$ cat src/rtl/serial_subtractor_if.sv
// Operand/result bundle for the bit-serial subtractor.
// The master drives the request side; the slave is the subtractor itself.
interface serial_subtractor_if #(
  parameter int WIDTH = 8
);
  logic             en;
  logic             start;
  logic [WIDTH-1:0] A;
  logic [WIDTH-1:0] B;
  logic             busy;
  logic             done;
  logic [WIDTH-1:0] D;
  logic             borrow;

  modport master (
    output en, start, A, B,
    input  busy, done, D, borrow
  );

  modport slave (
    input  en, start, A, B,
    output busy, done, D, borrow
  );
endinterface

$ cat src/rtl/serial_subtractor.sv
// Bit-serial unsigned subtractor: one bit per enabled clock, LSB first,
// with D/borrow only updated when a whole result is complete.
module serial_subtractor #(
  parameter int WIDTH = 8
) (
  input logic               clk,
  input logic               rst,
  serial_subtractor_if.slave bus
);
  localparam int CW = (WIDTH > 1) ? $clog2(WIDTH) : 1;

  typedef enum logic [1:0] {IDLE, SHIFT, DONE} state_e;

  state_e           state_q, state_d;
  logic [WIDTH-1:0] aShift_q, aShift_d;
  logic [WIDTH-1:0] bShift_q, bShift_d;
  logic [WIDTH-1:0] resShift_q, resShift_d;
  logic             br_q, br_d;
  logic [CW-1:0]    cnt_q, cnt_d;
  logic [WIDTH-1:0] dOut_q, dOut_d;
  logic             borrowOut_q, borrowOut_d;

  logic bitA, bitB, diffBit, brNext;

  // en gates every register, so a stalled operation resumes exactly in place
  always_ff @(posedge clk) begin
    if (rst) begin
      state_q     <= IDLE;
      aShift_q    <= '0;
      bShift_q    <= '0;
      resShift_q  <= '0;
      br_q        <= 1'b0;
      cnt_q       <= '0;
      dOut_q      <= '0;
      borrowOut_q <= 1'b0;
    end else if (bus.en) begin
      state_q     <= state_d;
      aShift_q    <= aShift_d;
      bShift_q    <= bShift_d;
      resShift_q  <= resShift_d;
      br_q        <= br_d;
      cnt_q       <= cnt_d;
      dOut_q      <= dOut_d;
      borrowOut_q <= borrowOut_d;
    end
  end

  always_comb begin
    bitA    = aShift_q[0];
    bitB    = bShift_q[0];
    diffBit = bitA ^ bitB ^ br_q;
    brNext  = (~bitA & bitB) | (~(bitA ^ bitB) & br_q);

    state_d     = state_q;
    aShift_d    = aShift_q;
    bShift_d    = bShift_q;
    resShift_d  = resShift_q;
    br_d        = br_q;
    cnt_d       = cnt_q;
    dOut_d      = dOut_q;
    borrowOut_d = borrowOut_q;

    unique case (state_q)
      IDLE: begin
        if (bus.start) begin
          state_d    = SHIFT;
          aShift_d   = bus.A;
          bShift_d   = bus.B;
          resShift_d = '0;
          br_d       = 1'b0;
          cnt_d      = '0;
        end
      end
      SHIFT: begin
        aShift_d   = aShift_q >> 1;
        bShift_d   = bShift_q >> 1;
        resShift_d = {diffBit, resShift_q[WIDTH-1:1]};
        br_d       = brNext;
        // Last bit: publish the assembled result directly from the combinational path
        if (cnt_q == CW'(WIDTH - 1)) begin
          state_d     = DONE;
          dOut_d      = {diffBit, resShift_q[WIDTH-1:1]};
          borrowOut_d = brNext;
        end else begin
          cnt_d = cnt_q + CW'(1);
        end
      end
      DONE: begin
        state_d = IDLE;
      end
      default: begin
        state_d = IDLE;
      end
    endcase
  end

  always_comb begin
    bus.busy   = (state_q == SHIFT);
    bus.done   = (state_q == DONE);
    bus.D      = dOut_q;
    bus.borrow = borrowOut_q;
  end
endmodule

$ cat src/flat_wrapper.sv
// flat-port wrapper written by rule: the top's interface ports become plain ports
module serial_subtractor_flat 
#(
  parameter int WIDTH = 8
)
  (clk, rst, bus_en, bus_start, bus_A, bus_B, bus_busy, bus_done, bus_D, bus_borrow);
  serial_subtractor_if #(.WIDTH(WIDTH)) bus_i ();
  input logic clk;
  input logic rst;
  input wire logic [$bits(bus_i.en)-1:0] bus_en;
  input wire logic [$bits(bus_i.start)-1:0] bus_start;
  input wire logic [$bits(bus_i.A)-1:0] bus_A;
  input wire logic [$bits(bus_i.B)-1:0] bus_B;
  output wire logic [$bits(bus_i.busy)-1:0] bus_busy;
  output wire logic [$bits(bus_i.done)-1:0] bus_done;
  output wire logic [$bits(bus_i.D)-1:0] bus_D;
  output wire logic [$bits(bus_i.borrow)-1:0] bus_borrow;
  assign bus_i.en = bus_en;
  assign bus_i.start = bus_start;
  assign bus_i.A = bus_A;
  assign bus_i.B = bus_B;
  assign bus_busy = bus_i.busy;
  assign bus_done = bus_i.done;
  assign bus_D = bus_i.D;
  assign bus_borrow = bus_i.borrow;
  serial_subtractor #(.WIDTH(WIDTH)) u_core (.clk(clk), .rst(rst), .bus(bus_i));
endmodule
$ cat config.mk
export PLATFORM = sky130hd
export DESIGN_NAME = serial_subtractor_flat
export DESIGN_NICKNAME = d
export VERILOG_FILES = /design/src/rtl/serial_subtractor_if.sv /design/src/rtl/serial_subtractor.sv /design/src/flat_wrapper.sv
export SDC_FILE = /design/constraint.sdc
export NUM_CORES = 1
export LEC_CHECK = 0
export ABC_CLOCK_PERIOD_IN_PS = 4200
export BUFFER_PORTS_ARGS = -buffer_cell sky130_fd_sc_hd__clkbuf_2
export CORE_MARGIN = 2
export CORE_UTILIZATION = 45
export CTS_BUF_LIST = sky130_fd_sc_hd__clkbuf_2 sky130_fd_sc_hd__clkbuf_4 sky130_fd_sc_hd__clkbuf_8
export DETAILED_ROUTE_END_ITERATION = 12
export GPL_TIMING_DRIVEN = 0
export PLACE_DENSITY_LB_ADDON = 0.25
export SYNTH_ARGS = -nofsm -noshare
export SYNTH_HDL_FRONTEND = slang
export SYNTH_SLANG_ARGS = --single-unit
$ cat constraint.sdc
create_clock -name clk -period 4.2 [get_ports clk]
set_input_delay 0.84 -clock clk [delete_from_list [all_inputs] [get_ports clk]]
set_output_delay 0.84 -clock clk [all_outputs]
set_load 0.05 [all_outputs]
======== Word-level counts from Yosys, hierarchy flattened ========
Cells that the tools add are included.
storage, ports and cells
  bits in registers ....................... 39
  input bits .............................. 20
  output and inout bits ................... 11
  word-level logic and storage cells ...... 42
operators by class
  $add $sub $neg .......................... 1
  eq/ne operators ......................... 6
  mux-type cells .......................... 14
  bitwise operators ....................... 7
  reductions and logical operators ........ 6
operator list
  operator                                                                 count
  8-bit one-hot mux with 2 select lines                                    3
  8-bit 2-to-1 mux                                                         3
  3-bit AND reduction                                                      3
  3-bit 2-to-1 mux                                                         2
  3-bit one-hot mux with 2 select lines                                    1
  2-bit 2-to-1 mux                                                         2
  2-bit inequality test, second input constant                             2
  2-bit one-hot mux with 2 select lines                                    1
  4-bit AND reduction                                                      1
  3-bit by 1-bit adder with 3-bit output, second input constant            1
  3-bit equality test, second input constant                               1
  1-bit AND                                                                2
  2-bit by 1-bit equality test with 1-bit output, second input constant    1
  2-bit equality test, second input constant                               1
  2-bit logical NOT                                                        1
  2-bit by 1-bit inequality test with 1-bit output, second input constant  1
  1-bit NOT                                                                2
  1-bit one-hot mux with 2 select lines                                    1
  2-bit nonzero test                                                       1
  1-bit XOR                                                                2
  1-bit 2-to-1 mux                                                         1
  1-bit bitwise OR                                                         1

======== Logic depth before layout (Yosys ltp) ========
  word-level depth ........................ 5
  depth in mapped cells ................... 6
  depth with buffers taken out ............ 5

======== Least setup slack after synthesis ========
OpenSTA, ideal clock, no wires.
  path type ............................... reg2out
  from .................................... register u_core.state_q[0]
  to ...................................... output port bus_done
  data arrival time ....................... 1124 ps
  setup slack ............................. 2236 ps
  cell stages (with the launch flop) ...... 3
  path buffers ............................ 1
  path through ............................ dfxtp_1 buf_2 nor2b_1
between the ends
  longest elaborated chain between the ends .. 1
RTL lines
  item                    RTL line                 text
  from (decl)             serial_subtractor.sv:14  state_e state_q, state_d;
  from (signal assigned)  serial_subtractor.sv:37  state_q <= state_d;
  2-bit equality test     serial_subtractor.sv:99  bus.done = (state_q == DONE);
  to (decl)               flat_wrapper.sv:15       output wire logic [$bits(bus_i.done)-1:0] bus_done;
No other way between the ends.

======== Worst setup path after layout ========
  from .................................... register u_core.state_q[0]
  to ...................................... output port bus_busy
between the ends
  longest elaborated chain between the ends .. 1
RTL lines
  item                                            RTL line                 text
  2-bit by 1-bit equality test with 1-bit output  serial_subtractor.sv:98  bus.busy = (state_q == SHIFT);
  to (decl)                                       flat_wrapper.sv:14       output wire logic [$bits(bus_i.busy)-1:0] bus_busy;
No other way between the ends.

==> flow_summary.toml <==
[timing]
final_setup_fails = 0
hold_viol = 0
timing_max_transition_violations_final = 0
grt_setup_unrepaired = "false"
fin_crit_ns = 2.41
max_slew_margin_pct = 68.0
min_period_over_period_pct = 57.3
max_freq_mhz = 415
worst_pin_slew_ns = 0.480
setup_tns_ns = 0
skew_ns = 0.00182

[detailed_routing]
drc = 0
wl_per_cell_um = 12.8
count_of_routing_violations_after_the_opening_detailed_route_iteration = 66
drtAntennaViolNets = 0
avgViaCountPerCell = 5.36
detailedRoute.firstPassIterationCount = 4
vias = 1537
finalWirelength_mm = 3.67

[synth]
yosysUniqueCellTypes = 28
synth.avg_cell_area_um2 = 8.26
yosys_warnings = 0
synth_largest_area_cell = "sky130_fd_sc_hd__dfxtp_1"
syn_nets = 225
synth_common_cells = "sky130_fd_sc_hd__nand2_1, sky130_fd_sc_hd__dfxtp_1, sky130_fd_sc_hd__a21oi_1"
yosysMostFrequentCell = "sky130_fd_sc_hd__nand2_1"
mappedNetlistArea_mm2 = 0.00167
synth-edff-count = 0
dominantRegCellSynth = "sky130_fd_sc_hd__dfxtp_1"
synth_top_cells_by_area = "sky130_fd_sc_hd__dfxtp_1, sky130_fd_sc_hd__a21oi_1, sky130_fd_sc_hd__nand2_1, sky130_fd_sc_hd__a311oi_1, sky130_fd_sc_hd__o21ai_0"
postSynth.asyncResetShare_pct = 0
yosys.area.top_type_share_pct = 45.6
seq_area_frac_synth_pct = 45.6
yosys_register_bits = 38
postSynthCellCount = 202

[floorplanning]
die_x_um = 64.9
fp-row-count = 22
die_h_um = 64.9
core-area_mm2 = 0.00361
design.portCount = 31
start_util_pct = 46.3
design.die.area_mm2 = 0.00421

[clock_network]
clk_transition_reported_paths_ns = 0.07
cts_max_path_buffers = 2
cts_tree = "yes"
cts_hold_buffers = 0
cts.htree.levels = 2
cts-buffers-inserted = 5
clkSinkCount = 38
cts_root_buf = "sky130_fd_sc_hd__clkbuf_8"
worst_skew_pair.late_latency_ns = 0.29
post_cts_resized = 0
post_cts_buffers = 0

[grt]
grt.overflow.total = 0
gr-usage-all-layers_pct = 19.6
first_global_vias = 1461
grt_first_pass_wirelength_mm = 6.45
grt_antenna_before_repair = 0
grt_start_max_net_pins = 12

[critical_path]
cp_max_fo = 10
critical_path.startpoint_type = "flop"
worst-setup-path-type = "flop to output port"
crit_path_cell_trace = "buf_2 > nand2b_1 > inv_1 > buf_2 > clkbuf_2"
slowest_stage_cell_cp = "sky130_fd_sc_hd__clkbuf_2"
setup.worst_path.end_class = "output port"
timing.critical_path.slowest_cell_delay_ns = 0.32
critical_path_required_ns = 3.36
cpMostUsedCell = "sky130_fd_sc_hd__buf_2"
arrival_ns = 1.57

[final_layout]
post_route_cells_drive_above_1_share_pct = 21.8
n_antenna_cell = 0
post_layout_nets = 262
nFillCells = 376
synthToLayoutAreaGrowth_pct = 19.4
final_util_pct = 55.2

[status]
outcome = "completed"

[power]
vdd.ir_drop.worst_v = 0.000170
fin_total_pwr_mw = 0.780
total_leakage_power_nw = 0.774
pwr_density_cell_mw_per_mm2 = 392

[place]
globalplace.congestion = 0.729
port_buffers = 30
place.detailed.hpwl_mm = 2.56

[hold_path]
min_path_type = "flop to flop"

[job]
maxCapViolCount = 0
==> metrics by stage <==
step	hold slack, ns	cells	area, um^2	setup WS, ns
floorplan	0.428	202	1670	2.24
global placement	0.441	280	1880	2.12
detailed placement	0.447	280	1880	2.12
CTS	0.457	287	1990	1.80
global route	0.476	287	1990	1.70
finish	0.454	287	1990	1.79
==> power breakdown <==
group / internal [mW] / total (mW) / switching, mW / leakage [nW]
Sequential: 0.373 / 0.380 / 0.00666 / 0.309
Combinational: 0.0326 / 0.0859 / 0.0532 / 0.407
Clock: 0.190 / 0.314 / 0.124 / 0.0573
==> layout make-up <==
class	instances	area [um^2]	area share (%)
buffer	19	98.8	4.97
clock buffer	6	82.6	4.15
clock inverter	1	30.0	1.51
inverter	6	22.5	1.13
multi-input combinational	139	786	39.5
sequential	38	761	38.2
tap	48	60.1	3.02
timing repair buffer	30	150	7.54
==> worst paths after layout <==
path / from / end / slack, ns / cells after the start
worst min-delay path: u_core.bus.D[3] / u_core.bus.D[3] / 0.45 / 2
worst max-delay path: u_core.state_q[0] / bus_busy / 1.79 / 5
worst min register to register: u_core.bus.D[3] / u_core.bus.D[3] / 0.45 / 2
worst max register to register: u_core.cnt_q[0] / u_core.cnt_q[2] / 2.54 / 5
==> cells by family after synthesis <==
logic type,synth area share (%)
simple gates,20.2
compound gates,24.2
flops,45.6
buf+inv,7.28
fa+ha+maj,2.70
==> per-layer routing <==
| layer | GRT usage [%] | vias to the layer above | wire, um |
|---|---|---|---|
| li1 | - | 794 | - |
| met1 | 25.8 | 698 | 1750 |
| met2 | 30.0 | 41 | 1680 |
| met3 | 6.08 | 4 | 199 |
| met4 | 7.18 | 0 | 40 |
| met5 | 0 | - | 0 |
==> worst max-delay path: cells and delay by family, from the launching register on <==
family | cells | cell delay [ns]
buffers and inverters | 4 | 0.86
flip-flops | 1 | 0.31
AND/OR/NAND/NOR | 1 | 0.12
==> cells in the final DEF, fill, tap and decap left out <==
| cell | instances |
|---|---|
| sky130_fd_sc_hd__nand2b_4 | 1 |
| sky130_fd_sc_hd__and4b_1 | 1 |
| sky130_fd_sc_hd__bufinv_16 | 1 |
| sky130_fd_sc_hd__ha_1 | 2 |
| sky130_fd_sc_hd__nand4_1 | 9 |
| sky130_fd_sc_hd__dfxtp_1 | 38 |
| sky130_fd_sc_hd__inv_1 | 6 |
| sky130_fd_sc_hd__or2_2 | 1 |
| sky130_fd_sc_hd__buf_2 | 6 |
| sky130_fd_sc_hd__nand2_1 | 45 |
| sky130_fd_sc_hd__clkbuf_2 | 31 |
| sky130_fd_sc_hd__o311ai_0 | 3 |
| sky130_fd_sc_hd__nand4b_1 | 1 |
| sky130_fd_sc_hd__nand2b_1 | 2 |
| sky130_fd_sc_hd__a21oi_1 | 34 |
| sky130_fd_sc_hd__nor2_1 | 2 |
| sky130_fd_sc_hd__fa_1 | 1 |
| sky130_fd_sc_hd__nor2_2 | 1 |
| sky130_fd_sc_hd__o21ai_0 | 12 |
| sky130_fd_sc_hd__a211oi_1 | 1 |
| sky130_fd_sc_hd__o41ai_1 | 2 |
| sky130_fd_sc_hd__or4_1 | 1 |
| sky130_fd_sc_hd__clkbuf_1 | 7 |
| sky130_fd_sc_hd__clkbuf_8 | 6 |
| sky130_fd_sc_hd__nand3b_1 | 1 |
| sky130_fd_sc_hd__buf_4 | 5 |
| sky130_fd_sc_hd__and2_1 | 1 |
| sky130_fd_sc_hd__nor2b_1 | 2 |
| sky130_fd_sc_hd__a311oi_1 | 14 |
| sky130_fd_sc_hd__or3_1 | 2 |
==> flip-flops by register name, summed over array words and instances (netlist names) <==
name               count
u_core.resShift_q      7
u_core.state_q         2
u_core.bShift_q        8
u_core.br_q            1
u_core.cnt_q           3
u_core.bus.borrow      1
u_core.aShift_q        8
u_core.bus.D           8
Power figures use the tool's default switching activity.
